`src/rtl/gauss_pkg.sv`:
```
// Shared types for the Gaussian filter pixel stream: frame defaults, the
// buffered beat layout and the stream source FSM states.
package gauss_pkg;

    localparam int GAUSS_PIX_W = 8;
    localparam int GAUSS_ROWS  = 168;
    localparam int GAUSS_COLS  = 220;

    typedef struct packed {
        logic [GAUSS_PIX_W-1:0] data;
        logic                   sof;
        logic                   eol;
        logic                   eof;
    } beat_t;

    typedef enum logic [1:0] {
        ST_IDLE,
        ST_ISSUE,
        ST_DRAIN,
        ST_DONE
    } stream_state_e;

endpackage

```
`src/rtl/gauss_beat_fifo2.sv`:
```
// Two-entry FIFO of stream beats; the producer guarantees it never pushes
// when full and the consumer never pops when empty.
module gauss_beat_fifo2
    import gauss_pkg::*;
#(
    parameter type T = beat_t
) (
    input  logic       clk,
    input  logic       rst,
    input  logic       push_i,
    input  T           din_i,
    input  logic       pop_i,
    output T           dout_o,
    output logic       full_o,
    output logic       empty_o,
    output logic [1:0] count_o
);

    T           mem_q [2];
    logic       wr_ptr_q;
    logic       rd_ptr_q;
    logic [1:0] count_q;

    always_ff @(posedge clk) begin
        if (rst) begin
            wr_ptr_q <= 1'b0;
            rd_ptr_q <= 1'b0;
            count_q  <= 2'd0;
        end else begin
            if (push_i) wr_ptr_q <= ~wr_ptr_q;
            if (pop_i)  rd_ptr_q <= ~rd_ptr_q;
            case ({push_i, pop_i})
                2'b10:   count_q <= count_q + 2'd1;
                2'b01:   count_q <= count_q - 2'd1;
                default: count_q <= count_q;
            endcase
        end
    end

    // Storage carries no reset; validity is tracked by count_q alone.
    always_ff @(posedge clk) begin
        if (push_i) mem_q[wr_ptr_q] <= din_i;
    end

    assign dout_o  = mem_q[rd_ptr_q];
    assign empty_o = (count_q == 2'd0);
    assign full_o  = (count_q == 2'd2);
    assign count_o = count_q;

endmodule

```
`src/rtl/gauss_pixel_stream_tx.sv`:
```
// Raster pixel source: reads a frame from synchronous-read RAM and emits it as
// a valid/ready stream with sof/eol/eof flags.
module gauss_pixel_stream_tx
    import gauss_pkg::*;
#(
    parameter int ROWS   = GAUSS_ROWS,
    parameter int COLS   = GAUSS_COLS,
    parameter int PIX_W  = GAUSS_PIX_W,
    parameter int ADDR_W = 16
) (
    input  logic              clk,
    input  logic              rst,
    input  logic              start,
    output logic              busy,
    output logic              done,
    output logic              mem_rd_en,
    output logic [ADDR_W-1:0] mem_addr,
    input  logic [PIX_W-1:0]  mem_rd_data,
    output logic              m_valid,
    input  logic              m_ready,
    output logic [PIX_W-1:0]  m_data,
    output logic              m_sof,
    output logic              m_eol,
    output logic              m_eof
);

    localparam int ROW_W = (ROWS > 1) ? $clog2(ROWS) : 1;
    localparam int COL_W = (COLS > 1) ? $clog2(COLS) : 1;
    localparam logic [ROW_W-1:0] ROW_LAST = ROW_W'(ROWS - 1);
    localparam logic [COL_W-1:0] COL_LAST = COL_W'(COLS - 1);

    typedef struct packed {
        logic [PIX_W-1:0] data;
        logic             sof;
        logic             eol;
        logic             eof;
    } pix_beat_t;

    stream_state_e     state_q, state_d;
    logic [ROW_W-1:0]  row_q, row_d;
    logic [COL_W-1:0]  col_q, col_d;
    logic [ADDR_W-1:0] addr_q, addr_d;

    logic              infl_p1_q;
    logic              sof_p1_q, eol_p1_q, eof_p1_q;

    pix_beat_t         push_beat, head_beat;
    logic              fifo_full, fifo_empty;
    logic [1:0]        fifo_count;
    logic [1:0]        occ;
    logic              pop;
    logic              rd_sof, rd_eol, rd_eof;

    assign rd_sof = (row_q == '0) && (col_q == '0);
    assign rd_eol = (col_q == COL_LAST);
    assign rd_eof = (row_q == ROW_LAST) && rd_eol;
    assign pop    = m_valid & m_ready;
    // Credits cover both buffered beats and the read still in the RAM pipe.
    assign occ    = fifo_full ? 2'd2 : fifo_count + {1'b0, infl_p1_q};

    always_comb begin
        state_d   = state_q;
        row_d     = row_q;
        col_d     = col_q;
        addr_d    = addr_q;
        mem_rd_en = 1'b0;
        case (state_q)
            ST_IDLE: begin
                if (start) begin
                    state_d = ST_ISSUE;
                    row_d   = '0;
                    col_d   = '0;
                    addr_d  = '0;
                end
            end
            ST_ISSUE: begin
                mem_rd_en = (occ - {1'b0, pop}) < 2'd2;
                if (mem_rd_en) begin
                    if (rd_eof) begin
                        state_d = ST_DRAIN;
                    end else begin
                        addr_d = addr_q + 1'b1;
                        if (rd_eol) begin
                            col_d = '0;
                            row_d = row_q + 1'b1;
                        end else begin
                            col_d = col_q + 1'b1;
                        end
                    end
                end
            end
            ST_DRAIN: begin
                if (pop && head_beat.eof) state_d = ST_DONE;
            end
            ST_DONE:  state_d = ST_IDLE;
            default:  state_d = ST_IDLE;
        endcase
    end

    always_ff @(posedge clk) begin
        if (rst) begin
            state_q   <= ST_IDLE;
            row_q     <= '0;
            col_q     <= '0;
            addr_q    <= '0;
            infl_p1_q <= 1'b0;
        end else begin
            state_q   <= state_d;
            row_q     <= row_d;
            col_q     <= col_d;
            addr_q    <= addr_d;
            infl_p1_q <= mem_rd_en;
        end
    end

    // Stage p1: flags ride alongside the read until RAM data returns.
    always_ff @(posedge clk) begin
        if (mem_rd_en) begin
            sof_p1_q <= rd_sof;
            eol_p1_q <= rd_eol;
            eof_p1_q <= rd_eof;
        end
    end

    assign push_beat = '{data: mem_rd_data, sof: sof_p1_q, eol: eol_p1_q, eof: eof_p1_q};

    gauss_beat_fifo2 #(
        .T (pix_beat_t)
    ) u_fifo (
        .clk     (clk),
        .rst     (rst),
        .push_i  (infl_p1_q),
        .din_i   (push_beat),
        .pop_i   (pop),
        .dout_o  (head_beat),
        .full_o  (fifo_full),
        .empty_o (fifo_empty),
        .count_o (fifo_count)
    );

    assign mem_addr = addr_q;
    assign busy     = (state_q != ST_IDLE);
    assign done     = (state_q == ST_DONE);
    assign m_valid  = ~fifo_empty;
    assign m_data   = m_valid ? head_beat.data : '0;
    assign m_sof    = m_valid & head_beat.sof;
    assign m_eol    = m_valid & head_beat.eol;
    assign m_eof    = m_valid & head_beat.eof;

endmodule

```
`config.mk`:
```
export PLATFORM = sky130hd
export DESIGN_NAME = gauss_pixel_stream_tx
export DESIGN_NICKNAME = d
export VERILOG_FILES = /design/src/rtl/gauss_pkg.sv /design/src/rtl/gauss_beat_fifo2.sv /design/src/rtl/gauss_pixel_stream_tx.sv
export SDC_FILE = /design/constraint.sdc
export NUM_CORES = 1
export LEC_CHECK = 0
export ABC_CLOCK_PERIOD_IN_PS = 6020
export BUFFER_PORTS_ARGS = -buffer_cell sky130_fd_sc_hd__buf_2
export CAP_MARGIN = 10
export CORE_MARGIN = 8
export CORE_UTILIZATION = 62
export DETAILED_ROUTE_END_ITERATION = 10
export PLACE_DENSITY = 0.81
export SLEW_MARGIN = 25
export SYNTH_ARGS = -nofsm -noshare
export SYNTH_HDL_FRONTEND = slang
export SYNTH_SLANG_ARGS = --single-unit
```
`constraint.sdc`:
```
create_clock -name clk -period 6.02 [get_ports clk]
set_input_delay 0.903 -clock clk [delete_from_list [all_inputs] [get_ports clk]]
set_output_delay 0.903 -clock clk [all_outputs]
set_load 0.01 [all_outputs]
```
Word level (Yosys, flattened, before mapping)
Memories as Yosys holds them, arrays and structs flattened. A register that Yosys moved wholly into a read port is not among the register bits.
Cells that the tools add are included.
- bits in registers: 42
- latch bits: 0
- RAM bits: 22
- bits in read-only memories: 0
- input port bits: 12
- output and inout port bits: 31
- memories kept: 1
- memory list (name ; depth ; bits a word ; rd ports ; clocked after Yosys merged registers in ; wr ports ; RTL line ; RTL):
    u_fifo.mem_q ; 2 ; 11 ; 1 ; 1 ; 1 ; gauss_beat_fifo2.sv:19 ; T mem_q [2];
- add/subtract/negate cells: 7
- multipliers: 0
- divide/modulo/power cells: 0
- magnitude comparators: 1
- eq/ne operators: 14
- shifts and indexed selects: 0
- muxes and demuxes: 26
- bitwise gates (word level): 7
- reductions and logical operators: 13
- operator list (cell ; count):
    8-bit two-way mux ; 8
    16-bit two-way mux ; 3
    16-bit one-hot mux with 2 select lines ; 1
    8-bit one-hot mux with 2 select lines ; 2
    16-bit by 1-bit adder with 16-bit output, second input constant ; 1
    8-bit by 1-bit adder with 8-bit output, second input constant ; 2
    8-bit == test, second input constant ; 2
    8-bit logical NOT ; 2
    2-bit inequality test, second input constant ; 6
    2-bit two-way mux ; 5
    2-bit == test, second input constant ; 4
    2-bit one-hot mux with 4 select lines ; 1
    4-bit AND reduction ; 2
    2-bit nonzero test ; 3
    1-bit two-way mux ; 5
    5-bit AND reduction ; 1
    1-bit bitwise AND ; 4
    2-bit by 1-bit == test with 1-bit output, second input constant ; 2
    2-bit logical NOT ; 2
    2-bit one-hot mux with 2 select lines ; 1
    1-bit logical AND ; 3
    1-bit NOT ; 3
    2-bit by 1-bit adder with 2-bit output ; 1
    2-bit by 1-bit adder with 2-bit output, second input constant ; 1
    3 further kinds ; 3

Depth between registers and ports, before layout
- word-level depth: 7
- mapped depth: 9
- depth with buffers taken out: 8

Cells and area by module
A second synthesis with hierarchy kept.
- cells, all modules: 317
- area total of the unflattened synthesis: 3156.8 um^2
- modules (own cells, without submodules) (module ; instances ; cells an instance ; area an instance (um^2) ; seq. area each (um^2)):
    gauss_pixel_stream_tx ; 1 ; 261 ; 2162.1 ; 790.8
    gauss_beat_fifo2 ; 1 ; 56 ; 994.7 ; 760.7

Worst setup path before layout
Ideal clock, no wire load.
- kind: input -> output
- start point: input m_ready
- end point: output mem_rd_en
- arrival time: 1.840 ns
- required time: 5.117 ns
- setup slack: 3.277 ns
- stages: 5
- path through: and2_2 > o311ai_4 > nor2_4 > buf_6 > and2_2
- word-level cells in the longest chain between the ends: 4
- RTL lines (element ; RTL line ; RTL):
    start, declared ; gauss_pixel_stream_tx.sv:20 ; input logic m_ready,
    1-bit bitwise AND ; gauss_pixel_stream_tx.sv:57 ; assign pop = m_valid & m_ready;
    2-bit by 1-bit subtractor with 2-bit output ; gauss_pixel_stream_tx.sv:77 ; mem_rd_en = (occ - {1'b0, pop}) < 2'd2;
    2-bit less-than comparator ; gauss_pixel_stream_tx.sv:77 ;
    1-bit two-way mux ; gauss_pixel_stream_tx.sv:67 ; case (state_q)
    end, declared ; gauss_pixel_stream_tx.sv:16 ; output logic mem_rd_en,
Every way passes these cells.

Worst setup path after layout
- start point: register u_fifo.count_q[0] (netlist: u_fifo.count_o[0])
- end point: output mem_rd_en
- word-level cells in the longest chain between the ends: 6
- elaborated cells between the ends (all ways): 9
- RTL lines (element ; RTL line ; RTL):
    start, declared ; gauss_beat_fifo2.sv:22 ; logic [1:0] count_q;
    start signal, assigned ; gauss_beat_fifo2.sv:33 ; 2'b10: count_q <= count_q + 2'd1;
    start signal, assigned ; gauss_beat_fifo2.sv:34 ; 2'b01: count_q <= count_q - 2'd1;
    start signal, assigned ; gauss_beat_fifo2.sv:35 ; default: count_q <= count_q;
    parallel branches: the longest is 3 deep, another holds 2-bit by 1-bit adder with 2-bit output ; -- ;
    2-bit by 1-bit subtractor with 2-bit output * ; gauss_pixel_stream_tx.sv:77 ;
    2-bit less-than comparator * ; gauss_pixel_stream_tx.sv:77 ;
    1-bit two-way mux * ; gauss_pixel_stream_tx.sv:67 ;
Every way passes the cells marked *.

==> impl_metrics.json <==
{
  "status": "complete, no violations",
  "final.fill_count": 408,
  "syn-num-nets": 377,
  "htree_levels": 3,
  "max-vdd-ir-drop_uv": 228,
  "core_area_sq_um": 5440,
  "die_w_um": 90.5,
  "cts_root_buf": "clkbuf_8",
  "path_max_fanout": 14,
  "ys_seq_area_share_pct": 45.1,
  "die-area_sq_um": 8190,
  "numCtsBuffers": 9,
  "max_freq_mhz": 313,
  "place.gp.congestion": 0.916,
  "syn_to_final_growth_pct": 12.4,
  "io_pins": 43,
  "synth_warnings": 0,
  "worst-setup-path-type": "reg2out",
  "ys_ff_latch": 65,
  "cts_hold_buf": 0,
  "clock-sinks": 65,
  "max_cap_violations": 0,
  "p_per_area_nw_per_um2": 367,
  "hold_violations": 0,
  "endpoint_kind": "primary output",
  "slew_violations": 0,
  "synth_top_cell_area_share_pct": 23.3,
  "fin_nets": 416,
  "relSlewSlack_pct": 36.3,
  "r2r_setup_slack_ns": 3.43,
  "wl_per_cell_um": 16.4,
  "port-buffer-count": 42,
  "cp_data_required_time_ns": 5.12,
  "tightest_slew_ns": 0.955,
  "die_h_um": 90.5,
  "cts_resized": 0,
  "rsz0062_at_grt": "no",
  "yosysMostFrequentCell": "dfxtp_1",
  "postCtsSetupBuffers": 0,
  "drt_wl_total_um": 7700,
  "p_leak_uw": 0.00144,
  "critical_path_arrival_ns": 2.29,
  "clk_path_buf_depth": 2,
  "clk_latency_ns": 0.35,
  "drc": 0,
  "grt_pass1_wl_um": 12900,
  "hp-class": "reg2reg",
  "ys_top_cells_by_count": "dfxtp_1, nand2_1, nor2_1",
  "antenna_found_initial": 0,
  "synth_edf_count": 25,
  "setup_viol": 0,
  "grt_usage_pct": 19.2,
  "viasPerCell": 6.04,
  "grt_pass1_vias": 2730,
  "finClkSkew_ns": 0.00811,
  "min_period_over_period_pct": 53.0,
  "finalSetupTns_ns": 0,
  "rows": 27,
  "start_util_pct": 63.3,
  "post-place-ws_ns": 2.94,
  "grt-ovfl-total": 0,
  "synth_top_cell_by_area": "dfxtp_1",
  "antennaDiodeCount": 0,
  "async_reset_ff_share_pct": 0,
  "cts_tree": "yes",
  "grt_max_degree": 32,
  "place_hpwl_um": 5240,
  "worst_slack_ns": 2.83,
  "min_period_ns": 3.19,
  "antenna_left": 0,
  "worst_setup_path_start_kind": "flip-flop",
  "ys_top_cells_by_area": "dfxtp_1, edfxtp_1, mux2i_1, ha_1, nand2_1",
  "cts.clk_slew.worst_paths_ns": 0.08,
  "synth_ff_type": "dfxtp_1",
  "syn-mean-instance-area_sq_um": 9.72,
  "yosysUniqueCellTypes": 68,
  "dr.pass1.iters": 4,
  "drt_iter0_markers": 157,
  "syn_inst": 354,
  "syn_area_sq_um": 3440,
  "vias": 2841,
  "layout-drive-gt1-share_pct": 20.4
}
-- final cells by class --
type,count,area (sq um),share of cell area [%]
multi-input combinational,258,1720,44.5
inverter,15,56.3,1.46
clock inverter,7,101,2.62
tap,72,90.1,2.33
timing repair buffer,44,225,5.82
sequential,65,1550,40.1
clock buffer,9,124,3.20
-- path summary, 6_finish.rpt --
kind / start / end / cells past startpoint
setup / recovery: u_fifo.count_o[0]$_SDFFE_PP0P_ / mem_rd_en / 6
hold / removal: eof_p1_q$_DFFE_PP_ / u_fifo.mem_q[0][0]$_DFFE_PP_ / 0
setup reg to reg: u_fifo.count_o[0]$_SDFFE_PP0P_ / col_q[4]$_SDFFE_PP0P_ / 7
hold reg to reg: eof_p1_q$_DFFE_PP_ / u_fifo.mem_q[0][0]$_DFFE_PP_ / 0
-- layout by cell type (no fill, tap or decap), types with 9 or more instances in the layout --
| cell type | netlist | routed |
|---|---|---|
| buf_2 | 2 | 42 |
| dfxtp_1 | 40 | 40 |
| nand2_1 | 35 | 35 |
| nor2_1 | 28 | 28 |
| edfxtp_1 | 25 | 25 |
| inv_1 | 15 | 15 |
| mux2i_1 | 15 | 15 |
| nand3_1 | 15 | 15 |
| a21oi_1 | 14 | 14 |
| or4_1 | 12 | 12 |
| o21ai_0 | 13 | 12 |
| nand4_1 | 11 | 11 |
| ha_1 | 11 | 11 |
| clkbuf_8 | 4 | 9 |
-- where the power goes --
part / switching, uW / total [uW] / internal [uW]
sequential: 43.6 / 551 / 507
combinational: 300 / 446 / 146
clock: 186 / 424 / 237
-- stage by stage --
step	hold slack, ns	instances	cell area (sq um)	total power [uW]	util [%]
after detailed placement	0.441	454	3640	1000	67.0
after floorplan	0.421	354	3440	888	-
after global routing	0.480	470	3870	1500	71.1
final	0.459	470	3870	1420	71.1
after CTS	0.461	470	3870	1430	71.1
after global placement	0.423	454	3640	987	67.0
-- critical path, cell delays in order (launching register included) --
cell	delay [ns]
dfxtp_1	0.52
ha_1	0.32
nand4b_1	0.19
o311ai_4	0.13
nor2_4	0.35
and2_2	0.27
buf_2	0.15
-- cells by family (layout without fill, tap and decap cells) --
family	Yosys count	after routing	share of synthesized area, %
AND/OR/NAND/NOR	157	157	25.6
AO/OA/AOI/OAI	67	67	13.5
flip-flops	65	65	45.1
buffers and inverters	31	75	5.05
multiplexers	16	16	4.69
adder cells (fa/ha/maj)	11	11	4.00
XOR/XNOR	7	7	2.00
-- routing by layer --
metal | track usage (%) | part of all wire (%) | vias up
met5 | 0 | 0 | -
met4 | 7.91 | 1.3 | 0
met3 | 5.99 | 6.0 | 12
met2 | 32.1 | 49 | 83
met1 | 22.1 | 43 | 1361
li1 | - | - | 1385
-- state kept, by name, summed over array words and instances, names as in the netlist, named ones only --
register and count:
col_q 8, eol_p1_q 1, u_fifo.wr_ptr_q 1, infl_p1_q 1, row_q 8, u_fifo.mem_q 22
sof_p1_q 1, state_q 2, mem_addr 16, eof_p1_q 1, u_fifo.count_o 2, u_fifo.rd_ptr_q 1
(Power assumes the default switching activity.)
